## src/rtl/egress_requester.sv

```systemverilog
// Descriptor-driven frame streamer: reads frame words into a 2-entry buffer and
// presents them on AXI-Stream, retrying ungranted requests with backoff before dropping.
module egress_requester #(
    parameter int DATA_WIDTH  = 16,
    parameter int ADDR_WIDTH  = 11,
    parameter int DEST_WIDTH  = 2,
    parameter int TIMEOUT_W   = 3,
    parameter int MAX_RETRIES = 3,
    parameter int BACKOFF     = 4
) (
    input  logic                                  clk,
    input  logic                                  reset,
    input  logic [2*(ADDR_WIDTH+1)+DEST_WIDTH-1:0] sideband_rdata,
    input  logic                                  sideband_empty,
    output logic                                  sideband_ren,
    output logic [ADDR_WIDTH-1:0]                 frame_raddr,
    output logic                                  frame_ren,
    input  logic [DATA_WIDTH-1:0]                 frame_rdata,
    output logic                                  frame_release,
    output logic [ADDR_WIDTH:0]                   release_ptr,
    output logic [DATA_WIDTH-1:0]                 egress_tdata,
    output logic                                  egress_tvalid,
    input  logic                                  egress_tready,
    output logic                                  egress_tlast,
    output logic [DEST_WIDTH-1:0]                 egress_tdest,
    output logic [15:0]                           frames_sent,
    output logic [15:0]                           frames_dropped
);

    localparam int PTR_W = ADDR_WIDTH + 1;
    localparam int SB_W  = 2 * PTR_W + DEST_WIDTH;
    localparam int CNT_W = TIMEOUT_W + 1;
    localparam int RT_W  = $clog2(MAX_RETRIES + 1);
    localparam int BO_W  = $clog2(BACKOFF + 1);

    localparam logic [CNT_W-1:0] TMO_LIMIT = CNT_W'(1) << TIMEOUT_W;

    localparam logic [2:0] S_IDLE    = 3'd0;
    localparam logic [2:0] S_READ_SB = 3'd1;
    localparam logic [2:0] S_REQUEST = 3'd2;
    localparam logic [2:0] S_STREAM  = 3'd3;
    localparam logic [2:0] S_BACKOFF = 3'd4;
    localparam logic [2:0] S_DONE    = 3'd5;

    logic [2:0]                       state_q, state_d;
    logic [PTR_W-1:0]                 start_q, start_d;
    logic [PTR_W-1:0]                 end_q, end_d;
    logic [DEST_WIDTH-1:0]            dest_q, dest_d;
    logic [PTR_W-1:0]                 rd_ptr_q, rd_ptr_d;
    logic [RT_W-1:0]                  retries_q, retries_d;
    logic [CNT_W-1:0]                 tmo_q, tmo_d;
    logic [BO_W-1:0]                  bo_q, bo_d;
    logic                             drop_q, drop_d;
    logic [1:0]                       occ_q, occ_d;
    logic [1:0][DATA_WIDTH-1:0]       buf_data_q, buf_data_d;
    logic [1:0]                       buf_last_q, buf_last_d;
    logic                             infl_q, infl_d;
    logic                             infl_last_q, infl_last_d;
    logic [15:0]                      sent_q, sent_d;
    logic [15:0]                      dropped_q, dropped_d;

    logic [PTR_W-1:0]      sb_start, sb_end, rd_next;
    logic [DEST_WIDTH-1:0] sb_dest;
    logic                  active, timeout, head_vld, head_last, tvalid_int, hs, rd_go, empty_desc;
    logic [DATA_WIDTH-1:0] head_data;

    assign sb_start = sideband_rdata[SB_W-1 -: PTR_W];
    assign sb_end   = sideband_rdata[DEST_WIDTH +: PTR_W];
    assign sb_dest  = sideband_rdata[DEST_WIDTH-1:0];

    assign active  = (state_q == S_REQUEST) || (state_q == S_STREAM);
    assign timeout = (state_q == S_REQUEST) && (tmo_q == TMO_LIMIT);
    assign rd_next = rd_ptr_q + PTR_W'(1);

    // With the buffer empty, the word returning from the frame buffer is presented
    // directly so a sustained stream needs no bubble cycles.
    assign head_vld   = (occ_q != 2'd0) || infl_q;
    assign head_data  = (occ_q != 2'd0) ? buf_data_q[0] : frame_rdata;
    assign head_last  = (occ_q != 2'd0) ? buf_last_q[0] : infl_last_q;
    assign tvalid_int = !reset && active && head_vld && !timeout;
    assign hs         = tvalid_int && egress_tready;

    assign rd_go = !reset && active && !timeout && (rd_ptr_q != end_q)
                   && ((occ_q + {1'b0, infl_q}) < 2'd2);

    assign empty_desc = (state_q == S_READ_SB) && (sb_start == sb_end);

    assign sideband_ren   = !reset && (state_q == S_IDLE) && !sideband_empty;
    assign frame_ren      = rd_go;
    assign frame_raddr    = rd_ptr_q[ADDR_WIDTH-1:0];
    assign frame_release  = !reset && ((state_q == S_DONE) || empty_desc);
    assign release_ptr    = !frame_release ? '0 : ((state_q == S_DONE) ? end_q : sb_end);
    assign egress_tvalid  = tvalid_int;
    assign egress_tdata   = tvalid_int ? head_data : '0;
    assign egress_tlast   = tvalid_int && head_last;
    assign egress_tdest   = dest_q;
    assign frames_sent    = sent_q;
    assign frames_dropped = dropped_q;

    always_comb begin
        state_d     = state_q;
        start_d     = start_q;
        end_d       = end_q;
        dest_d      = dest_q;
        rd_ptr_d    = rd_ptr_q;
        retries_d   = retries_q;
        tmo_d       = tmo_q;
        bo_d        = bo_q;
        drop_d      = drop_q;
        occ_d       = occ_q;
        buf_data_d  = buf_data_q;
        buf_last_d  = buf_last_q;
        sent_d      = sent_q;
        dropped_d   = dropped_q;
        infl_d      = rd_go;
        infl_last_d = rd_go && (rd_next == end_q);

        if (rd_go) begin
            rd_ptr_d = rd_next;
        end

        if (hs && (occ_q != 2'd0)) begin
            buf_data_d[0] = buf_data_q[1];
            buf_last_d[0] = buf_last_q[1];
            occ_d         = occ_q - 2'd1;
        end
        // Returning word is stored unless it was consumed straight off the bypass.
        if (infl_q && !(hs && (occ_q == 2'd0))) begin
            if (occ_d == 2'd0) begin
                buf_data_d[0] = frame_rdata;
                buf_last_d[0] = infl_last_q;
            end else begin
                buf_data_d[1] = frame_rdata;
                buf_last_d[1] = infl_last_q;
            end
            occ_d = occ_d + 2'd1;
        end

        case (state_q)
            S_IDLE: begin
                if (sideband_ren) begin
                    state_d = S_READ_SB;
                end
            end
            S_READ_SB: begin
                start_d   = sb_start;
                end_d     = sb_end;
                dest_d    = sb_dest;
                rd_ptr_d  = sb_start;
                retries_d = '0;
                tmo_d     = '0;
                bo_d      = '0;
                drop_d    = 1'b0;
                if (sb_start == sb_end) begin
                    dropped_d = dropped_q + 16'd1;
                    state_d   = S_IDLE;
                end else begin
                    state_d = S_REQUEST;
                end
            end
            S_REQUEST: begin
                if (timeout) begin
                    occ_d     = 2'd0;
                    infl_d    = 1'b0;
                    retries_d = retries_q + RT_W'(1);
                    if (retries_d == RT_W'(MAX_RETRIES)) begin
                        drop_d  = 1'b1;
                        state_d = S_DONE;
                    end else begin
                        state_d = S_BACKOFF;
                    end
                end else if (hs) begin
                    state_d = head_last ? S_DONE : S_STREAM;
                end else if (tvalid_int) begin
                    tmo_d = tmo_q + CNT_W'(1);
                end
            end
            S_STREAM: begin
                if (hs && head_last) begin
                    state_d = S_DONE;
                end
            end
            S_BACKOFF: begin
                if (bo_q == BO_W'(BACKOFF - 1)) begin
                    bo_d     = '0;
                    tmo_d    = '0;
                    rd_ptr_d = start_q;
                    state_d  = S_REQUEST;
                end else begin
                    bo_d = bo_q + BO_W'(1);
                end
            end
            S_DONE: begin
                if (drop_q) begin
                    dropped_d = dropped_q + 16'd1;
                end else begin
                    sent_d = sent_q + 16'd1;
                end
                state_d = S_IDLE;
            end
            default: begin
                state_d = S_IDLE;
            end
        endcase
    end

    always_ff @(posedge clk) begin
        if (reset) begin
            state_q     <= S_IDLE;
            start_q     <= '0;
            end_q       <= '0;
            dest_q      <= '0;
            rd_ptr_q    <= '0;
            retries_q   <= '0;
            tmo_q       <= '0;
            bo_q        <= '0;
            drop_q      <= 1'b0;
            occ_q       <= 2'd0;
            buf_data_q  <= '0;
            buf_last_q  <= '0;
            infl_q      <= 1'b0;
            infl_last_q <= 1'b0;
            sent_q      <= '0;
            dropped_q   <= '0;
        end else begin
            state_q     <= state_d;
            start_q     <= start_d;
            end_q       <= end_d;
            dest_q      <= dest_d;
            rd_ptr_q    <= rd_ptr_d;
            retries_q   <= retries_d;
            tmo_q       <= tmo_d;
            bo_q        <= bo_d;
            drop_q      <= drop_d;
            occ_q       <= occ_d;
            buf_data_q  <= buf_data_d;
            buf_last_q  <= buf_last_d;
            infl_q      <= infl_d;
            infl_last_q <= infl_last_d;
            sent_q      <= sent_d;
            dropped_q   <= dropped_d;
        end
    end

endmodule
```

## config.mk

```make
export PLATFORM = sky130hd
export DESIGN_NAME = egress_requester
export DESIGN_NICKNAME = d
export VERILOG_FILES = /design/src/rtl/egress_requester.sv
export SDC_FILE = /design/constraint.sdc
export NUM_CORES = 1
export LEC_CHECK = 0
export CORE_MARGIN = 2
export CORE_UTILIZATION = 55
export DETAILED_ROUTE_END_ITERATION = 16
export PLACE_DENSITY = 0.84
export SYNTH_ARGS = -nofsm -noshare
export SYNTH_HDL_FRONTEND = slang
export SYNTH_SLANG_ARGS = --single-unit
```

## constraint.sdc

```tcl
create_clock -name clk -period 5.9 [get_ports clk]
set_input_delay 1.18 -clock clk [delete_from_list [all_inputs] [get_ports clk]]
set_output_delay 1.18 -clock clk [all_outputs]
set_load 0.005 [all_outputs]
```

==> results.yml, run 1 <==
cts:
  clk_latency_ns: 0.42
  cts_root_buf: "clkbuf_16"
  postCtsHoldBufs: 0
  cts.sink_count: 121
  cts_resized: 0
  cts_tree: "done"
  cts_setup_buffers: 0
  cts_max_path_buffers: 2
  clk_pin_slew_worst_paths_ns: 0.05
  cts_buffers: 17
  cts_max_level: 4
worst_setup_path:
  critical_path_class: "input port to primary output"
  required_ns: 4.72
  cp_common_cell: "clkdlybuf4s50_1"
  cp-end-kind: "primary output"
  rr_worst_depth: 10
  path_delay_family: "buffers and inverters"
  crit_chain: "clkdlybuf4s50_1 -> xnor2_1 -> nand4_1 -> or3_1 -> nand2_1 -> nand3_1 -> a21oi_1 -> clkdlybuf4s50_1"
  r2r_start: "tmo_q[0]"
  slowest_delay_ns: 0.57
  arrival_ns: 3.76
  r2r_end: "buf_data_q[21]"
  rrSetupSlack_ns: 2.74
  crit_path_top_delay_cell: "clkdlybuf4s50_1"
  worst-path-max-fanout: 13
  crit_buf_inv: 2
  crit_path_start_kind: "input port"
floorplan:
  die_h_um: 112
  core_area_um2: 11400
  start_util_pct: 56.2
  fp-row-count: 39
  die-area_um2: 12600
  fp.dieW_um: 112
  ios: 124
power:
  powerDensity_nw_per_um2: 307
  power_frac_clock_pct: 41.7
  switching_share_pct: 28.8
  peakVddDrop_uv: 226
  pwr-share-seq_pct: 38.1
  p_leak_nw: 2.85
  p_sw_uw: 727
  p_int_mw: 1.79
  power_frac_comb_pct: 20.1
global_routing:
  track_usage_pct: 28.7
  grt_pass1_vias: 6028
  grt_overflow_total: 0
  grt_max_degree: 60
  grt_first_pass_wirelength_um: 29100
  grtUsageMet2_pct: 46.6
  gr-max-usage-layer: "met2"
  use_met1_pct: 35.7
  antenna_found_initial: 0
  use_met3_pct: 7.02
placed_design:
  dp_hpwl_um: 12400
  portBuffers: 123
  place.gp.congestion: 0.990
synth:
  synth_edf_count: 0
  syn-instance-count: 793
  synth.avg_cell_area_um2: 8.10
  yosysSeqAreaShare_pct: 37.7
  syn_nets: 848
  yosysTopAreaCell: "dfxtp_1"
  ys.warnings.count: 0
  synth_top_area_share_pct: 37.7
  synthArstFlopShare_pct: 0
  syn_area_um2: 6420
  yosysUniqueCellTypes: 67
  synth-seq-cells: 121
  synth_flop_cell: "dfxtp_1"
  synth_area_leaders: "dfxtp_1, nand2_1, xnor2_1"
hold_path:
  min_path_cells: 2
  min_to: "egress_tdest[0]"
  hold_path_class: "flip-flop to flip-flop"
  min_from: "egress_tdest[0]"
timing:
  fin_hold_ws_ns: 0.453
  finalCritPeriodShare_pct: 83.8
  setup_violations: 0
  period_minus_slack_ns: 4.94
  fin_setup_tns_ns: 0
  fmax_ghz: 0.202
  final-hold-violation-count: 0
  clock_skew_ns: 0.00689
  relSlewSlack_pct: 29.3
  tightestPinTransition_ns: 1.06
  slew_violations: 0
  rsz0062_at_grt: "false"
cells_and_area:
  fin_nets: 940
  final_layout_size_suffix_gt1_share_pct: 7.02
  diodes: 0
  final_common_cell: "nand2_1"
  layout_common_cells: "nand2_1, clkdlybuf4s50_1, dfxtp_1, a21oi_1, nor2_1"
  syn2layout_area_growth_pct: 27.9
routing:
  drt-initial-drc-count: 605
  routed_wirelength_um: 18000
  drc_errors: 0
  dr.pass1.iters: 5
  num_vias: 6122
  drtAntennaViolNets: 0
  avgRoutedWirePerCell_um: 17.3
  vias_per_cell: 5.88
run_status:
  outcome: "finished clean"
run:
  maxCapViolCount: 0
==> final cells by class <==
type | instances | area [um^2]
Timing Repair Buffer | 130 | 1280
Inverter | 17 | 63.8
Tap cell | 143 | 179
Sequential cell | 121 | 2420
Fill cell | 891 | 3210
Multi-Input combinational cell | 598 | 3670
Clock inverter | 9 | 120
Clock buffer | 23 | 478
==> worst min-delay path: cells and delay by family (launching register included) <==
| kind | cells | cell delay, ns |
|---|---|---|
| flops | 1 | 0.30 |
| simple gates | 1 | 0.05 |
| compound gates | 1 | 0.05 |
==> worst max-delay path by stage <==
stage,slack [ns],endpoint,depth (start not counted),start
finish,0.96,release_ptr[1],8,sideband_rdata[5]
global route,0.85,release_ptr[6],8,sideband_rdata[8]
CTS,1.00,release_ptr[1],8,sideband_rdata[8]
detailed placement,1.02,release_ptr[0],8,sideband_rdata[8]
global placement,1.17,release_ptr[5],8,sideband_rdata[24]
floorplan,2.29,release_ptr[10],7,sideband_rdata[12]
==> power groups by stage <==
stage	clock network [mW]	registers (mW)	logic, mW
2_1_floorplan	0	0.940	0.378
3_3_place_gp	0	0.968	0.480
3_5_place_dp	0	0.974	0.496
4_1_cts	1.06	0.958	0.502
5_1_grt	1.10	0.968	0.550
6_report	1.05	0.961	0.507
==> synthesized netlist by cell type (2+ instances only) <==
master     instances
nor4_1             4
and4_1             2
or2_2              3
nand4_2            2
buf_1              3
nand2b_1           5
buf_2             11
xor2_1            15
a22oi_1           13
nand3_1           18
nand3b_1           2
o21ai_0           15
a211oi_1          18
a211o_1            2
a31oi_1            3
or4_4              2
or3_1             13
clkbuf_1          27
nor3_1            10
nor2b_1            3
nor3b_1            2
ha_1               9
nor2_1            76
and3b_1            2
dfxtp_1          121
nand4_1           14
and3_1             7
buf_4             15
o2111ai_2          2
nand2_1          142
o31ai_1            2
and2_1             6
o211ai_1           4
o22ai_1           12
mux2i_1           37
inv_1             16
a21oi_1           78
o21ai_1            2
xnor2_1           47
==> state kept, by name (all words and copies together), names as in the netlist, 2 cells and up <==
name,flops
bo_q,3
buf_data_q,32
buf_last_q,2
egress_tdest,2
end_q,12
frames_dropped,16
frames_sent,16
occ_q,2
rd_ptr_q,12
retries_q,2
start_q,12
state_q,3
tmo_q,4
==> metal layers <==
metal | wire, um | vias up
met1 | 7570 | 2894
met3 | 1230 | 56
met5 | 0 | -
met2 | 8590 | 243
met4 | 641 | 0
li1 | - | 2929
==> through the flow <==
step           power, mW  worst slack, ns  util (%)  instances  cell area (um^2)
2_1_floorplan       1.32             2.29         -        793              6420
3_3_place_gp        1.45             1.17      66.7       1009              7610
4_1_cts             2.52             1.00      71.9       1041              8210
6_report            2.52            0.955      71.9       1041              8210
3_5_place_dp        1.47             1.02      66.7       1009              7610
5_1_grt             2.61            0.848      71.9       1041              8210
==> logic make-up (layout without fill, tap and decap cells) <==
family	after synthesis	in the layout	synth area share [%]
AOI/OAI and AO/OA	162	162	16.4
buffers and inverters	74	179	5.48
muxes	38	38	5.94
and+or+nand+nor	327	327	24.3
DFF	121	121	37.7
adders and majority gates	9	9	1.75
xor gates and xnor gates	62	62	8.46
(Power assumes the default switching activity.)
==> run 2: changes to the inputs <==
Settings changed: CORE_UTILIZATION 55 to 52, PLACE_DENSITY 0.84 to 0.8.
Clock period 5.9 ns to 5 ns, I/O delays scaled along.
==> results.yml, run 2 (synthesis results as in run 1) <==
run_status:
  outcome: "finished clean"
routing:
  drc_errors: 0
  dr.pass1.iters: 5
  avgRoutedWirePerCell_um: 15.8
  drtAntennaViolNets: 0
  num_vias: 5875
  drt-initial-drc-count: 506
  routed_wirelength_um: 16500
  vias_per_cell: 5.62
power:
  power_frac_clock_pct: 42.3
  finalPower_mw: 2.98
  p_int_mw: 2.15
  pwr-share-seq_pct: 38.0
  p_sw_uw: 831
  powerDensity_nw_per_um2: 361
  peakVddDrop_uv: 265
  power_frac_comb_pct: 19.7
  switching_share_pct: 27.9
  p_leak_nw: 2.86
global_routing:
  grt_max_degree: 83
  track_usage_pct: 25.4
  grt_overflow_total: 0
  grt_first_pass_wirelength_um: 26700
  antenna_found_initial: 0
  grt_pass1_vias: 5452
cells_and_area:
  fillerInstances: 990
  diodes: 0
  top_register: "buf_data_q"
  fin_cells: 1046
  final_layout_size_suffix_gt1_share_pct: 7.12
  syn2layout_area_growth_pct: 28.4
  layout_common_cells: "nand2_1, clkdlybuf4s50_1, dfxtp_1, a21oi_1, nor2_1"
  fin_nets: 941
  largest_register_ffs: 32
  final_common_cell: "nand2_1"
floorplan:
  start_util_pct: 53.4
  fp-row-count: 40
  core_area_um2: 12000
  die_h_um: 115
  ios: 124
  fp.dieW_um: 115
  die-area_um2: 13300
timing:
  rsz0062_at_grt: "false"
  relSlewSlack_pct: 28.9
  period_minus_slack_ns: 4.50
  setup_violations: 0
  fin_setup_tns_ns: 0
  final-hold-violation-count: 0
  slew_violations: 0
  finalCritPeriodShare_pct: 90.0
  clock_skew_ns: 0.00614
  tightestPinTransition_ns: 1.06
  fmax_ghz: 0.222
worst_setup_path:
  required_ns: 4.00
  critical_path_class: "input port to primary output"
  crit_path_start_kind: "input port"
  worst-path-max-fanout: 13
  arrival_ns: 3.50
  cp-end-kind: "primary output"
placed_design:
  place.gp.congestion: 0.956
  dp_cells: 1014
  portBuffers: 123
  dp_hpwl_um: 11700
cts:
  postCtsHoldBufs: 0
  cts_buffers: 17
  clk_pin_slew_worst_paths_ns: 0.05
  cts_max_level: 4
  clk_latency_ns: 0.41
  cts_root_buf: "clkbuf_16"
  cts_setup_buffers: 0
  cts.sink_count: 121
  cts_resized: 0
  cts_max_path_buffers: 2
  cts_tree: "done"
hold_path:
  hold_path_class: "flip-flop to flip-flop"
run:
  maxCapViolCount: 0
[run 2: cell count changes in the layout (fill, tap and decap cells not counted), sizes merged]
| cell | delta |
|---|---|
| buf | +1 |
| clkbuf | +2 |
| clkinv | -3 |
| clkinvlp | +1 |
[run 2: path summary, 6_finish.rpt]
check	from	to	slack, ns	cells after the start
max	sideband_rdata[25]	release_ptr[5]	0.50	8
min	egress_tdest[0]	egress_tdest[0]	0.45	2
max reg2reg	state_q[0]	frames_dropped[5]	1.87	6
min reg2reg	egress_tdest[0]	egress_tdest[0]	0.45	2
[run 2: through the flow]
step           utilization [%]  setup slack, ns  instance area (um^2)  hold slack, ns
6_report                  68.6            0.498                  8250           0.455
3_3_place_gp              63.5            0.567                  7630           0.442
5_1_grt                   68.6            0.365                  8250           0.474
3_5_place_dp              63.5            0.531                  7630           0.449
2_1_floorplan                -             1.75                  6420           0.436
4_1_cts                   68.6            0.524                  8250           0.453
[run 2: layer usage]
layer,up-vias,GRT usage [%],wire (um)
li1,2946,-,-
met2,203,38.7,7420
met4,0,10.5,328
met3,28,5.38,1070
met1,2698,35.1,7670
met5,-,0,0
[run 2: final cells by class]
cell class | count | area (um^2) | share of cell area (%)
multi-input combinational | 598 | 3670 | 44.5
inverter | 17 | 63.8 | 0.774
tap | 147 | 184 | 2.23
sequential | 121 | 2420 | 29.4
timing repair buffer | 131 | 1290 | 15.6
clock buffer | 25 | 505 | 6.13
clock inverter | 7 | 113 | 1.37
[run 2: critical path: stages]
cell and delay, ns:
clkdlybuf4s50_1 0.57, xnor2_1 0.14, nand4_1 0.17, or3_1 0.43, nand2_1 0.08, nand3_1 0.31, a21oi_1 0.26, clkdlybuf4s50_1 0.54
[run 2: power groups by stage]
stage / logic, mW / clock network, mW / registers, mW
2_1_floorplan: 0.446 / 0 / 1.11
3_3_place_gp: 0.574 / 0 / 1.15
3_5_place_dp: 0.582 / 0 / 1.15
4_1_cts: 0.587 / 1.28 / 1.13
5_1_grt: 0.645 / 1.32 / 1.14
6_report: 0.588 / 1.26 / 1.13
